[config.mk]
export PLATFORM = sky130hd
export DESIGN_NAME = dla_platform_csr_axi_demux
export DESIGN_NICKNAME = d
export VERILOG_FILES = /design/src/rtl/dla_platform_csr_pkg.sv /design/src/rtl/dla_platform_csr_axi_demux.sv
export SDC_FILE = /design/constraint.sdc
export NUM_CORES = 1
export LEC_CHECK = 0
export CAP_MARGIN = 20
export CORE_MARGIN = 1.5
export CORE_UTILIZATION = 42
export CTS_BUF_LIST = sky130_fd_sc_hd__clkbuf_4
export CTS_CLUSTER_SIZE = 12
export DETAILED_ROUTE_END_ITERATION = 12
export PLACE_DENSITY = 0.84
export SLEW_MARGIN = 20
export SYNTH_ARGS = -nofsm -noshare
export SYNTH_HDL_FRONTEND = slang
export SYNTH_SLANG_ARGS = --single-unit
[constraint.sdc]
create_clock -name clk -period 1.7 [get_ports clk]
set_input_delay 0.17 -clock clk [delete_from_list [all_inputs] [get_ports clk]]
set_output_delay 0.17 -clock clk [all_outputs]
set_load 0.01 [all_outputs]
[src/rtl/dla_platform_csr_pkg.sv]
`default_nettype none
// ============================================================================
// Package : dla_platform_csr_pkg
// Shared port count and FSM state encodings for the platform CSR AXI demux.
// Rev     : 1.0
// ============================================================================
package dla_platform_csr_pkg;

    localparam int NUM_CSR_PORTS = 2;

    typedef enum logic [1:0] {
        R_IDLE = 2'd0,
        R_ADDR = 2'd1,
        R_DATA = 2'd2,
        R_RESP = 2'd3
    } rd_state_e;

    typedef enum logic [1:0] {
        W_IDLE  = 2'd0,
        W_REQ   = 2'd1,
        W_RESP  = 2'd2,
        W_BRESP = 2'd3
    } wr_state_e;

endpackage
`default_nettype wire

[src/rtl/dla_platform_csr_axi_demux.sv]
`default_nettype none
// ============================================================================
// Module : dla_platform_csr_axi_demux
// Steers the host CSR AXI4-Lite port to one of two CoreDLA CSR ports by one
// address bit; one outstanding read and one outstanding write.
// Rev    : 1.0
// ============================================================================
module dla_platform_csr_axi_demux
    import dla_platform_csr_pkg::*;
#(
    parameter int CSR_ADDR_WIDTH = 11,
    parameter int CSR_DATA_WIDTH = 32,
    parameter int SEL_BIT        = 10
) (
    input  logic                                      clk,
    input  logic                                      i_sclrn,

    input  logic                                      i_arvalid,
    input  logic [CSR_ADDR_WIDTH-1:0]                 i_araddr,
    output logic                                      o_arready,
    output logic                                      o_rvalid,
    output logic [CSR_DATA_WIDTH-1:0]                 o_rdata,
    input  logic                                      i_rready,

    input  logic                                      i_awvalid,
    input  logic [CSR_ADDR_WIDTH-1:0]                 i_awaddr,
    input  logic                                      i_wvalid,
    input  logic [CSR_DATA_WIDTH-1:0]                 i_wdata,
    output logic                                      o_awready,
    output logic                                      o_wready,
    output logic                                      o_bvalid,
    input  logic                                      i_bready,

    output logic [NUM_CSR_PORTS-1:0]                  o_m_arvalid,
    output logic [NUM_CSR_PORTS*CSR_ADDR_WIDTH-1:0]   o_m_araddr,
    input  logic [NUM_CSR_PORTS-1:0]                  i_m_arready,
    input  logic [NUM_CSR_PORTS-1:0]                  i_m_rvalid,
    input  logic [NUM_CSR_PORTS*CSR_DATA_WIDTH-1:0]   i_m_rdata,
    output logic [NUM_CSR_PORTS-1:0]                  o_m_rready,

    output logic [NUM_CSR_PORTS-1:0]                  o_m_awvalid,
    output logic [NUM_CSR_PORTS*CSR_ADDR_WIDTH-1:0]   o_m_awaddr,
    output logic [NUM_CSR_PORTS-1:0]                  o_m_wvalid,
    output logic [NUM_CSR_PORTS*CSR_DATA_WIDTH-1:0]   o_m_wdata,
    input  logic [NUM_CSR_PORTS-1:0]                  i_m_awready,
    input  logic [NUM_CSR_PORTS-1:0]                  i_m_wready,
    input  logic [NUM_CSR_PORTS-1:0]                  i_m_bvalid,
    output logic [NUM_CSR_PORTS-1:0]                  o_m_bready
);

    localparam int NP = NUM_CSR_PORTS;
    localparam int AW = CSR_ADDR_WIDTH;
    localparam int DW = CSR_DATA_WIDTH;

    logic [NP-1:0][DW-1:0] m_rdata_w;
    assign m_rdata_w = i_m_rdata;

    // ------------------------------------------------------------------ read
    rd_state_e             rd_state_q, rd_state_d;
    logic                  rd_sel_q, rd_sel_d;
    logic                  arready_q, arready_d;
    logic                  rvalid_q, rvalid_d;
    logic [DW-1:0]         rdata_q, rdata_d;
    logic [NP-1:0]         m_arvalid_q, m_arvalid_d;
    logic [NP-1:0]         m_rready_q, m_rready_d;
    logic [NP-1:0][AW-1:0] m_araddr_q, m_araddr_d;

    always_comb begin
        rd_state_d  = rd_state_q;
        rd_sel_d    = rd_sel_q;
        arready_d   = 1'b0;
        rvalid_d    = rvalid_q;
        rdata_d     = rdata_q;
        m_arvalid_d = m_arvalid_q;
        m_rready_d  = m_rready_q;
        m_araddr_d  = m_araddr_q;
        unique case (rd_state_q)
            R_IDLE: begin
                // arready is a one-cycle registered pulse answering a seen arvalid
                arready_d = i_arvalid && !arready_q;
                if (arready_q && i_arvalid) begin
                    rd_sel_d                       = i_araddr[SEL_BIT];
                    m_araddr_d[i_araddr[SEL_BIT]]  = i_araddr;
                    m_arvalid_d[i_araddr[SEL_BIT]] = 1'b1;
                    rd_state_d                     = R_ADDR;
                end
            end
            R_ADDR: begin
                if (i_m_arready[rd_sel_q]) begin
                    m_arvalid_d[rd_sel_q] = 1'b0;
                    m_rready_d[rd_sel_q]  = 1'b1;
                    rd_state_d            = R_DATA;
                end
            end
            R_DATA: begin
                if (i_m_rvalid[rd_sel_q]) begin
                    rdata_d              = m_rdata_w[rd_sel_q];
                    m_rready_d[rd_sel_q] = 1'b0;
                    rvalid_d             = 1'b1;
                    rd_state_d           = R_RESP;
                end
            end
            R_RESP: begin
                if (i_rready) begin
                    rvalid_d   = 1'b0;
                    rd_state_d = R_IDLE;
                end
            end
            default: rd_state_d = R_IDLE;
        endcase
    end

    always_ff @(posedge clk) begin
        if (!i_sclrn) begin
            rd_state_q  <= R_IDLE;
            rd_sel_q    <= 1'b0;
            arready_q   <= 1'b0;
            rvalid_q    <= 1'b0;
            rdata_q     <= '0;
            m_arvalid_q <= '0;
            m_rready_q  <= '0;
            m_araddr_q  <= '0;
        end else begin
            rd_state_q  <= rd_state_d;
            rd_sel_q    <= rd_sel_d;
            arready_q   <= arready_d;
            rvalid_q    <= rvalid_d;
            rdata_q     <= rdata_d;
            m_arvalid_q <= m_arvalid_d;
            m_rready_q  <= m_rready_d;
            m_araddr_q  <= m_araddr_d;
        end
    end

    // ----------------------------------------------------------------- write
    wr_state_e             wr_state_q, wr_state_d;
    logic                  wr_sel_q, wr_sel_d;
    logic                  awready_q, awready_d;
    logic                  bvalid_q, bvalid_d;
    logic [NP-1:0]         m_awvalid_q, m_awvalid_d;
    logic [NP-1:0]         m_wvalid_q, m_wvalid_d;
    logic [NP-1:0]         m_bready_q, m_bready_d;
    logic [NP-1:0][AW-1:0] m_awaddr_q, m_awaddr_d;
    logic [NP-1:0][DW-1:0] m_wdata_q, m_wdata_d;

    always_comb begin
        wr_state_d  = wr_state_q;
        wr_sel_d    = wr_sel_q;
        awready_d   = 1'b0;
        bvalid_d    = bvalid_q;
        m_awvalid_d = m_awvalid_q;
        m_wvalid_d  = m_wvalid_q;
        m_bready_d  = m_bready_q;
        m_awaddr_d  = m_awaddr_q;
        m_wdata_d   = m_wdata_q;
        unique case (wr_state_q)
            W_IDLE: begin
                awready_d = i_awvalid && i_wvalid && !awready_q;
                if (awready_q && i_awvalid && i_wvalid) begin
                    wr_sel_d                       = i_awaddr[SEL_BIT];
                    m_awaddr_d[i_awaddr[SEL_BIT]]  = i_awaddr;
                    m_wdata_d[i_awaddr[SEL_BIT]]   = i_wdata;
                    m_awvalid_d[i_awaddr[SEL_BIT]] = 1'b1;
                    m_wvalid_d[i_awaddr[SEL_BIT]]  = 1'b1;
                    wr_state_d                     = W_REQ;
                end
            end
            W_REQ: begin
                // address and data channels retire independently
                m_awvalid_d[wr_sel_q] = m_awvalid_q[wr_sel_q] && !i_m_awready[wr_sel_q];
                m_wvalid_d[wr_sel_q]  = m_wvalid_q[wr_sel_q] && !i_m_wready[wr_sel_q];
                if (!m_awvalid_d[wr_sel_q] && !m_wvalid_d[wr_sel_q]) begin
                    m_bready_d[wr_sel_q] = 1'b1;
                    wr_state_d           = W_RESP;
                end
            end
            W_RESP: begin
                if (i_m_bvalid[wr_sel_q]) begin
                    m_bready_d[wr_sel_q] = 1'b0;
                    bvalid_d             = 1'b1;
                    wr_state_d           = W_BRESP;
                end
            end
            W_BRESP: begin
                if (i_bready) begin
                    bvalid_d   = 1'b0;
                    wr_state_d = W_IDLE;
                end
            end
            default: wr_state_d = W_IDLE;
        endcase
    end

    always_ff @(posedge clk) begin
        if (!i_sclrn) begin
            wr_state_q  <= W_IDLE;
            wr_sel_q    <= 1'b0;
            awready_q   <= 1'b0;
            bvalid_q    <= 1'b0;
            m_awvalid_q <= '0;
            m_wvalid_q  <= '0;
            m_bready_q  <= '0;
            m_awaddr_q  <= '0;
            m_wdata_q   <= '0;
        end else begin
            wr_state_q  <= wr_state_d;
            wr_sel_q    <= wr_sel_d;
            awready_q   <= awready_d;
            bvalid_q    <= bvalid_d;
            m_awvalid_q <= m_awvalid_d;
            m_wvalid_q  <= m_wvalid_d;
            m_bready_q  <= m_bready_d;
            m_awaddr_q  <= m_awaddr_d;
            m_wdata_q   <= m_wdata_d;
        end
    end

    assign o_arready   = arready_q;
    assign o_rvalid    = rvalid_q;
    assign o_rdata     = rdata_q;
    assign o_m_arvalid = m_arvalid_q;
    assign o_m_araddr  = m_araddr_q;
    assign o_m_rready  = m_rready_q;

    assign o_awready   = awready_q;
    assign o_wready    = awready_q;
    assign o_bvalid    = bvalid_q;
    assign o_m_awvalid = m_awvalid_q;
    assign o_m_awaddr  = m_awaddr_q;
    assign o_m_wvalid  = m_wvalid_q;
    assign o_m_wdata   = m_wdata_q;
    assign o_m_bready  = m_bready_q;

endmodule
`default_nettype wire

[Word level (Yosys, flattened, before mapping)]
Cells that the tools add are included.
Operators by class
  muxes and demuxes: 68
  bitwise gates (word level): 10
  reduce and logical (&&, ||, !) cells: 40
  equality and inequality tests: 14
  magnitude comparators: 8
Operator list (number)
  32-bit two-way mux: 3
  64-bit bitwise mux: 1
  22-bit bitwise mux: 2
  32-bit demux with 1-bit select: 1
  2-bit two-way mux: 16
  1-bit two-way mux: 26
  11-bit demux with 1-bit select: 2
  11-bit two-way mux: 2
  2-bit one-hot mux with 2 select lines: 5
  2-bit != test (second input constant): 8
  2-bit one-hot mux with 4 select lines: 2
  3-bit AND reduction: 5
  1-bit logical AND: 13
  2-bit AND reduction: 6
  2-bit nonzero test: 6
  2-bit bitwise OR: 5
  2-bit == test (second input constant): 4
  1-bit by 2-bit less-than comparator with 1-bit output (second input constant): 4
  4-bit AND reduction: 2
  2-bit bitwise AND: 3
  1-bit zero test: 6
  2-bit bitwise mux: 2
  1-bit demux with 1-bit select: 4
  2-bit by 1-bit == test with 1-bit output (second input constant): 2
  4 further kinds: 10
Storage, ports and cells
  word-level logic and storage cells: 160
  output and inout bits: 155
  register bits after elaboration: 160
  input bits: 135

[Longest topological paths before layout]
  depth after elaboration: 11
  gate-level depth with buffers: 8
  gate-level depth less buffers: 7

[Least setup slack after synthesis]
OpenSTA, ideal clock, no wires.
  kind: register to register
  start: register wr_state_q[0]
  end: register m_awaddr_q, in the netlist o_m_awaddr[14]
  path buffers: 1
  library setup time: 0.070 ns
  cell stages (with the launch flop): 8
  arrival time: 1.486 ns
  path slack: 0.143 ns
  clock period less this slack: 1.557 ns
  required time: 1.630 ns
  cell sequence: dfxtp_1 > inv_1 > ha_1 > and3_1 > nand3_1 > clkbuf_1 > nand2_1 > a21oi_1
On the way
  cells in the longest elaborated chain, start to end: 2
Ends and longest elaborated chain
  from (decl): line dla_platform_csr_axi_demux.sv:136  | wr_state_e wr_state_q, wr_state_d;
  from (signal assigned): line dla_platform_csr_axi_demux.sv:206  | wr_state_q <= wr_state_d;
  2-bit zero test: line dla_platform_csr_axi_demux.sv:156  | unique case (wr_state_q)
  2-bit AND reduction (no source line)
  to (signal assigned): line dla_platform_csr_axi_demux.sv:213  | m_awaddr_q <= m_awaddr_d;
  to (decl): line dla_platform_csr_axi_demux.sv:143  | logic [NP-1:0][AW-1:0] m_awaddr_q, m_awaddr_d;
No other way between the ends.
A chain may end at the register's enable or synchronous reset.

[Worst setup path in the final report]
  start: register m_wdata_q, in the netlist o_m_wdata[6]
  end: output port o_m_wdata[6]
RTL lines
  from (decl): line dla_platform_csr_axi_demux.sv:144  | logic [NP-1:0][DW-1:0] m_wdata_q, m_wdata_d;
  from (signal assigned): line dla_platform_csr_axi_demux.sv:214  | m_wdata_q <= m_wdata_d;
  to (decl): line dla_platform_csr_axi_demux.sv:44  | output logic [NUM_CSR_PORTS*CSR_DATA_WIDTH-1:0] o_m_wdata,
No word-level cell between the ends.

==> results.yml <==
synth:
  synthesis.area_sq_mm: 0.00619
  post_synth.cell_area_avg_sq_um: 8.37
  postSynth.asyncResetShare: 0
  synth.yosys.seq_area_share: 0.518
  postSynth.topFlopCell: "dfxtp_1"
  synth_warnings: 0
  ys_types: 40
  postSynthNetCount: 883
  ys_ff_latch: 160
  synth_enable_flop_cells: 0
  synthesis.instances: 739
clocking:
  htree_num_levels: 4
  cts.root.buffer_cell: "clkbuf_4"
  worst_skew_pair.late_latency_ns: 0.55
  tritoncts: "done"
  cts_hold_repair.buffers: 0
  clock_slew_at_the_register_clock_pins_of_the_worst_setup_and_hold_paths_ns: 0.13
  cts_inserted_buffers: 17
  clkSinkCount: 160
  cts.path.max_buffers: 2
  postCtsSetupBuffers: 0
route:
  met3RoutedLength_mm: 1.25
  drt-met1-wl_mm: 7.72
  post_drt_via_cell_ratio: 4.96
  drt-initial-drc-count: 261
  detail_route.first_pass.iterations: 4
  antenna_violating_nets_post_route: 0
  highest_layer: "met4"
  post-route-drc-count: 0
  route.final.wire_length_mm: 18.5
  num_vias: 6080
  drt_wl_cell_um: 15.0
  routed-wl-met2_mm: 8.76
timing:
  worst_clock_skew_ns: 0.0191
  hold-worst-slack_ns: 0.176
  clock.fmax_ghz: 0.613
  measured_slew_at_the_worst_slew_check_pin_ns: 0.503
  timing.final.hold_violations: 0
  min_period_ns: 1.63
  slew_viol_final: 0
  grt_setup_unrepaired: "true"
  post-route-period-util: 0.960
  fin_ws_ns: 0.0683
  timing.max_slew.rel_slack: 0.665
  setup_viol_count_final: 0
min_path:
  hold_depth: 3
  min_path_type: "in -> reg"
  whs_endpoint: "o_m_wdata[4]$_SDFFE_PN0P_"
  holdCritStartpoint: "i_wdata[4]"
final_layout:
  area.growth.synth_to_final_pct: 60.4
  design.final.nets: 1173
  layout-drive-gt1-share: 0.0854
  finish.instance_area_sq_mm: 0.00993
  utilization: 0.686
grt:
  number_of_antenna_violations_at_the_first_check_in_global_routing: 1
  globalRouteOverflowTotal: 0
  grt_start_max_net_pins: 58
  all_layer_global_routing_usage: 0.230
  first_pass_grt_wire_length_mm: 28.8
  via_count_of_the_first_global_routing_pass: 5881
worst_setup_path:
  endpoint_kind: "output pin"
  crit-reg2reg-capture: "o_m_wdata[63]$_SDFFE_PN0P_"
  critical_path.max_stage_delay_ns: 0.56
  cpMaxStageDelayCell: "clkdlybuf4s50_1"
  worstPathArrival_ns: 1.46
  cp-start-kind: "flip-flop"
  worstPathRequired_ns: 1.53
  rr_worst_depth: 7
  critical-path-top-delay-family: "buffers and inverters"
  rrSetupSlack_ns: 0.11
  critPathMaxFanout: 2
  crit_type: "reg -> out"
  r2r_start: "wr_state_q[0]$_SDFFE_PN0P_"
  crit_path_cell_trace: "clkdlybuf4s50_1"
  worstPathBufferInverterCount: 1
pwr:
  swShare: 0.275
  share_clk_of_total_power: 0.278
  vdd_ir_drop_max_mv: 0.410
  comb_power_share: 0.211
  switching_power_of_the_nets_mw: 2.19
  p_leak_nw: 4.51
  share_seq_of_total_power: 0.511
  power_dens_cells_mw_per_mm2: 803
  power.internal_mw: 5.78
floorplan:
  die_area_sq_mm: 0.0155
  top_level_ports: 290
  rows: 44
  die_w_um: 124
  core-area_sq_mm: 0.0145
  die_h_um: 124
  initial_utilization: 0.427
placed_design:
  postPlaceCellArea_sq_mm: 0.00942
  dpl_ws_ns: -0.0858
  io_buffer_count: 289
  place.gp.congestion: 0.793
  post-dp-hpwl_mm: 13.2
flow_run:
  drv.max_cap_violation_count: 0
status:
  status: "finished, final reports clean"
[final cells by class]
class | count | area, sq um
Clock inverter | 11 | 115
Clock buffer | 21 | 158
Sequential cell | 160 | 3220
Tap cell | 184 | 230
Timing Repair Buffer | 321 | 3430
Fill cell | 1148 | 4550
Multi-Input combinational cell | 517 | 2730
Inverter | 12 | 48.8
Antenna cell | 1 | 2.50
[routing by layer]
| layer | vias up | GRT usage |
|---|---|---|
| met5 | - | 0 |
| met4 | 0 | 0.120 |
| li1 | 3056 | - |
| met3 | 45 | 0.0726 |
| met2 | 235 | 0.382 |
| met1 | 2744 | 0.264 |
[power groups by stage]
| stage | clock, mW | combinational [mW] | sequential [mW] |
|---|---|---|---|
| 2_1_floorplan | 0 | 0.716 | 4.21 |
| 5_1_grt | 2.46 | 1.85 | 4.10 |
| 3_5_place_dp | 0 | 1.69 | 4.15 |
| 6_report | 2.22 | 1.68 | 4.07 |
| 3_3_place_gp | 0 | 1.67 | 4.14 |
| 4_1_cts | 2.29 | 1.68 | 4.07 |
[cells in the mapped netlist, types with 2 or more instances]
library cell / count / area (sq um)
nor2b_1: 2 / 12.5
dfxtp_1: 160 / 3200
a41oi_1: 2 / 17.5
a21oi_1: 116 / 581
inv_1: 10 / 37.5
nor2_1: 45 / 169
o31a_1: 2 / 17.5
ha_1: 9 / 113
buf_2: 19 / 95.1
nand3_1: 5 / 25.0
o21ai_0: 7 / 35.0
o211ai_1: 2 / 15.0
nand2_1: 224 / 841
o21ai_1: 4 / 20.0
clkbuf_1: 25 / 93.8
mux2i_1: 37 / 370
nand2b_1: 3 / 18.8
a211oi_1: 32 / 240
and3_2: 3 / 22.5
or2_1: 2 / 12.5
buf_4: 4 / 30.0
o21a_1: 2 / 15.0
and3_1: 7 / 43.8
[state kept, by name (all words and copies together), names as in the netlist, 2 cells and up, named ones only]
signal / count
o_m_wdata: 64
o_rdata: 32
o_m_araddr: 22
o_m_awaddr: 22
o_m_arvalid: 2
o_m_awvalid: 2
o_m_wvalid: 2
rd_state_q: 2
wr_state_q: 2
[repair_timing]
action	CTS	global route
pin swaps	0	0
gates resized for setup	20	71
setup endpoints to repair	19	142
endpoints found under the hold margin	0	0
cloned	0	3
[per-stage QoR]
| stage | cells | setup TNS, ns | power, mW |
|---|---|---|---|
| final | 1227 | 0 | 7.97 |
| after global routing | 1227 | -0.0265 | 8.40 |
| after CTS | 1223 | 0 | 8.04 |
| after detailed placement | 1191 | -0.187 | 5.85 |
| after global placement | 1191 | -0.0965 | 5.81 |
| after floorplan | 739 | 0 | 4.93 |
[cells in the final DEF, fill, tap and decap left out, types with 10 or more instances in the layout]
cell and instances:
a211oi_1 32, a21oi_1 116, buf_4 19, clkbuf_4 21, clkdlybuf4s50_1 213, dfxtp_1 150, dfxtp_2 10, dlygate4sd2_1 17
dlymetal6s2s_1 59, mux2i_1 37, nand2_1 223, nor2_1 44
[logic make-up (layout without fill, tap and decap cells)]
kind of cell	Yosys count	in the layout	share of synthesized area
simple gates	300	300	0.196
buf+inv	62	365	0.0469
flops	160	160	0.518
mux	37	37	0.0598
other cells	0	1	0
fa+ha+maj	9	9	0.0182
compound gates	171	171	0.161
[worst max-delay path by stage]
stage                     slack, ns                          end  cells past startpoint                        start
final                          0.07                 o_m_wdata[6]                      1    o_m_wdata[6]$_SDFFE_PN0P_
after global routing          -0.02  o_m_awvalid[0]$_SDFFE_PN0P_                      8   wr_state_q[1]$_SDFFE_PN0P_
after CTS                    0.0004               o_m_awaddr[10]                      1  o_m_awaddr[10]$_SDFFE_PN0P_
after detailed placement      -0.09   wr_state_q[1]$_SDFFE_PN0P_                      7               i_m_awready[0]
after global placement        -0.06   wr_state_q[0]$_SDFFE_PN0P_                      7               i_m_awready[0]
after floorplan                0.14  o_m_awaddr[14]$_SDFFE_PN0P_                      7   wr_state_q[0]$_SDFFE_PN0P_
[worst min-delay path: stages]
cell and delay (ns):
clkdlybuf4s50_1 0.41, nand2_1 0.06, a21oi_1 0.05
(Power assumes the default switching activity.)
==> edit 1, RTL diff (same flow settings) <==
The parameter `CSR_DATA_WIDTH` goes from 32 to 28.
--- a/src/rtl/dla_platform_csr_axi_demux.sv
+++ b/src/rtl/dla_platform_csr_axi_demux.sv
@@ -11,3 +11,3 @@
     parameter int CSR_ADDR_WIDTH = 11,
-    parameter int CSR_DATA_WIDTH = 32,
+    parameter int CSR_DATA_WIDTH = 28,
     parameter int SEL_BIT        = 10
Ports: changed (resized i_m_rdata, i_wdata, o_m_wdata and o_rdata); port bits go from 290 to 266. The function was not compared with the original's and may differ.
==> edit 1 against the unedited design <==
  * Synthesized area fell by 7.4%
  * Register-to-register slack got worse by 0.04 ns
  * Clock power fell by 2%
  * Global-route usage fell by 0.16 points
  * Largest cell class unchanged
  * Clock skew rose by 0.00063 ns
  * Power fell by 5.0%
  * Setup slack improved by 0.0028 ns
  * Sequential cell count fell by 12
  * Critical path type is now register to register
  * Sequential share of layout area fell by 0.49 points
  * Critical endpoint is now o_m_wvalid[1]
  * Synthesized cell count fell by 6.1%
  * Largest power group unchanged
  * Wire length fell by 5.4%
  * Sequential power fell by 7.6%
  * Count of clock-buffer cells in the layout fell by 2
  * Final area fell by 6.1%
==> edit 1: results (changes against the unedited design) <==
[status]
status=finished, final reports clean

[global_route]
grt_pass1_vias=5339  ; -9.2%
grt_start_max_net_pins=57  ; -1.7%
grt_pass1_wl_um=26100  ; -9.4%
grtUsageTotal_pct=22.8  ; -0.16 points

[timing]
finalCriticalPeriod_ns=1.63  ; -0.00280 ns
relSlewSlack_pct=78.1  ; +12 points
finClkSkew_ns=0.0197  ; +0.000631 ns

[synth]
synthCells=694  ; -6.1%
yosysSeqAreaShare_pct=51.7  ; about the same
synth_area_leaders=dfxtp_1, nand2_1, a21oi_1, mux2i_1, a211oi_1
synth_cell_type_count=38  ; -5.0%
netlist_top_cells_count=nand2_1, dfxtp_1, a21oi_1
synth_compound_area_share_pct=16.2  ; +0.050 points
synth.area.mux_share_pct=5.07  ; -0.92 points
synth_nets=826  ; -6.5%

[cells_and_area]
nNonClkInverters=13  ; +1
regArea_sq_um=2980  ; -7.5%
multi_input_area_share_pct=27.1  ; -0.42 points
nMultiInputCombCells=485  ; -6.2%
drive_above_1_share_pct=8.74  ; +0.19 points
buffer_area_share_pct=35.1  ; +0.57 points
largest_register_ffs=56  ; -13%
clockBufferCount=19  ; -9.5%
buffers=295  ; -8.1%
area_growth_pct=62.8

[critical_path]
crit_end=o_m_wvalid[1]
cp.arrival_ns=2.10  ; +0.64 ns
rrSetupSlack_ns=0.07  ; -0.04 ns
ff2ff_path_depth=8  ; +1
crit_fanout=40  ; +38

[routing]
drtIter0Drc=388  ; +49%
wl_per_cell_um=15.2  ; +0.97%
via_per_inst=5.05  ; +1.9%

[placed_design]
dp_hpwl_um=11700  ; -11%
dpl_worst_slack_ns=-0.0299  ; +0.0559 ns
io_buffers=265  ; -8.3%
place_congestion=0.816  ; +2.9%
dpl_cell_area_sq_um=8670  ; -7.9%

[power_and_ir_drop]
peakVddDrop_mv=0.455  ; +11%
p_leak_nw=4.96  ; +10%
internal_power_mw=5.42  ; -6.2%

[cts]
cts_resized=7  ; -65%

[hold_path]
hold_end=o_m_wdata[41]
hold_start=i_wdata[13]

edit 1: layer usage:
layer / vias to the layer above / routed length (um) / global-route usage [%]
li1: 2856 / - / -
met1: 2701 / 7220 / 27.2
met2: 209 / 8650 / 38.3
met3: 41 / 996 / 6.37
met4: 0 / 603 / 10.3
met5: - / 0 / 0
edit 1: power by group through the flow:
| stage | Sequential, mW | Combinational [mW] | Clock (mW) |
|---|---|---|---|
| 2_1_floorplan | 3.90 | 0.662 | 0 |
| 3_5_place_dp | 3.84 | 1.60 | 0 |
| 6_report | 3.76 | 1.63 | 2.18 |
| 5_1_grt | 3.78 | 1.78 | 2.40 |
| 3_3_place_gp | 3.83 | 1.57 | 0 |
| 4_1_cts | 3.76 | 1.60 | 2.24 |
edit 1: critical path, cell delays in order (launching register included):
cell	delay [ns]
dfxtp_2	0.35
inv_1	0.13
ha_4	0.16
and3_1	0.18
nand3_1	0.13
buf_12	0.21
nor2_1	0.15
o21ai_0	0.11
a21oi_1	0.13
==> edit 2, RTL diff (config.mk and constraints unchanged) <==
Made on the original files. Re-encode `rd_state_e` (4 states) as Gray code, 2 bits wide.
--- a/src/rtl/dla_platform_csr_pkg.sv
+++ b/src/rtl/dla_platform_csr_pkg.sv
@@ -11,6 +11,6 @@
     typedef enum logic [1:0] {
-        R_IDLE = 2'd0,
-        R_ADDR = 2'd1,
-        R_DATA = 2'd2,
-        R_RESP = 2'd3
+        R_IDLE = 2'b00,
+        R_ADDR = 2'b01,
+        R_DATA = 2'b11,
+        R_RESP = 2'b10
     } rd_state_e;
Formal check against the unedited RTL: same outputs for any inputs over 4 cycles, from zero or initial values; so few cycles prove little.
==> edit 2 against the unedited design <==
  * The run now ends with setup timing left
  * Final area grew 4.7%
  * Sequential cell count stayed put
  * Setup slack got worse by 0.10 ns
  * Wire length grew 12%
  * Clock power up 12%
  * Sequential share of layout area is 1.5 points lower
  * First-iteration DRC count grew 8.0%
  * Synthesized area rose by 1.4%
  * Power decreased by 5.0%
==> edit 2: results (changes against the unedited design) <==
[synth]
yosysSeqAreaShare_pct=51.0  ; -0.73 points
synthCells=704  ; -4.7%
netlist_top_cells_count=nand2_1, dfxtp_1, a21oi_1
synth_nets=844  ; -4.4%
async_flop_share_pct=0  ; unchanged
synth_cell_type_count=38  ; -5.0%
synth_area_leaders=dfxtp_1, nand2_1, mux2i_1, a21oi_1, a211oi_2

[timing]
setup_ws_ns=-0.0317  ; -0.0999 ns
finClkSkew_ns=0.0199  ; +0.000858 ns
finalSetupViolCount=7  ; +7
tns_ns=-0.0946  ; -0.0946 ns

[cells_and_area]
nMultiInputCombCells=476  ; -7.9%
stdcell_count=1190  ; -3.0%
multi_input_area_share_pct=28.3  ; +0.85 points
buffers=324  ; +0.93%
layout.nets=1133  ; -3.4%
nFillCells=1029  ; -10%
drive_above_1_share_pct=14.7  ; +6.2 points
buffer_area_share_pct=34.9  ; +0.34 points
clkCellAreaFrac_pct=3.10  ; +0.35 points
final_util_pct=71.2  ; +2.6 points

[global_route]
grt_pass1_vias=5866  ; -0.26%
grtUsageMet2_pct=41.3  ; +3.1 points
grt_pass1_wl_um=29300  ; +2.0%
grt_start_max_net_pins=47  ; -19%
grtUsageTotal_pct=23.4  ; +0.42 points
met3_usage_pct=9.54  ; +2.3 points

[placed_design]
dp_hpwl_um=14000  ; +5.9%
dpl_worst_slack_ns=-0.0425  ; +0.0433 ns
dp.cells=1152  ; -3.3%
dpl_cell_area_sq_um=9520  ; +1.1%
place_congestion=0.799  ; +0.77%

[routing]
drtIter0Drc=282  ; +8.0%
route.met3.wl_um=1830  ; +46%
wl_um=20600  ; +12%
first_pass_iters=5  ; +1
wirelength_met1_um=7710  ; about the same
num_vias=6206  ; +2.1%
dr_wl_met2_um=10200  ; +17%

[power_and_ir_drop]
internal_power_mw=5.64  ; -2.4%
p_leak_nw=5.56  ; +23%
peakVddDrop_mv=0.488  ; +19%

[critical_path]
crit_fanout=6  ; +4
cp-startpoint=wr_state_q[0]
cp.arrival_ns=2.23  ; +0.77 ns
ff2ff_path_depth=9  ; +2

[hold_path]
hold_start=i_wdata[6]

[status]
status=complete, but fails checks
violations=setup timing

[cts]
path_clk_slew_ns=0.14

-- edit 2: changes by cell type in the layout (fill, tap and decap cells not counted), moves of 14 or more --
cell / change
a21oi_1: -42
a211oi_1: -30
a211oi_2: +32
mux2i_1: +17
dlymetal6s2s_1: +45
a21oi_2: +17
nand2_4: +14
nand2_1: -57
clkdlybuf4s50_1: -47
nor2_1: +17
-- edit 2: cell families (layout without fill, tap and decap cells) --
group / after synthesis / count (layout) / synth area share [%]
multiplexers: 56 / 56 / 9.03
buffers and inverters: 68 / 370 / 5.32
flip-flops: 160 / 160 / 51.0
AO/OA/AOI/OAI: 148 / 148 / 16.5
AND/OR/NAND/NOR: 267 / 267 / 17.1
adder cells (fa/ha/maj): 5 / 5 / 0.997
-- edit 2: timing repair --
item	in CTS	in global routing
setup endpoints to repair	21	192
cloned	0	4
resized for setup	21	159
buffers inserted	0	2
pin swaps	0	33
hold buffers	0	0
-- edit 2: final timing paths --
kind | to | slack [ns]
min reg2reg | o_m_araddr[10] | 0.45
min | o_m_wdata[38] | 0.17
max | o_m_wdata[4] | -0.03
max reg2reg | o_m_wdata[4] | -0.03
-- edit 2: power by group through the flow --
stage / sequential [mW] / combinational (mW) / clock [mW]
final: 3.89 / 1.19 / 2.49
after global routing: 3.90 / 1.28 / 2.75
after CTS: 3.88 / 1.12 / 2.57
after detailed placement: 3.97 / 1.12 / 0
after global placement: 3.97 / 1.11 / 0
after floorplan: 3.99 / 0.441 / 0
-- edit 2: critical path: stages (launching register included) --
cell	delay [ns]
dfxtp_2	0.35
inv_2	0.08
ha_4	0.14
nand4_1	0.18
buf_4	0.21
nor2_4	0.16
buf_12	0.16
clkbuf_16	0.18
nand2_4	0.06
a21oi_2	0.15
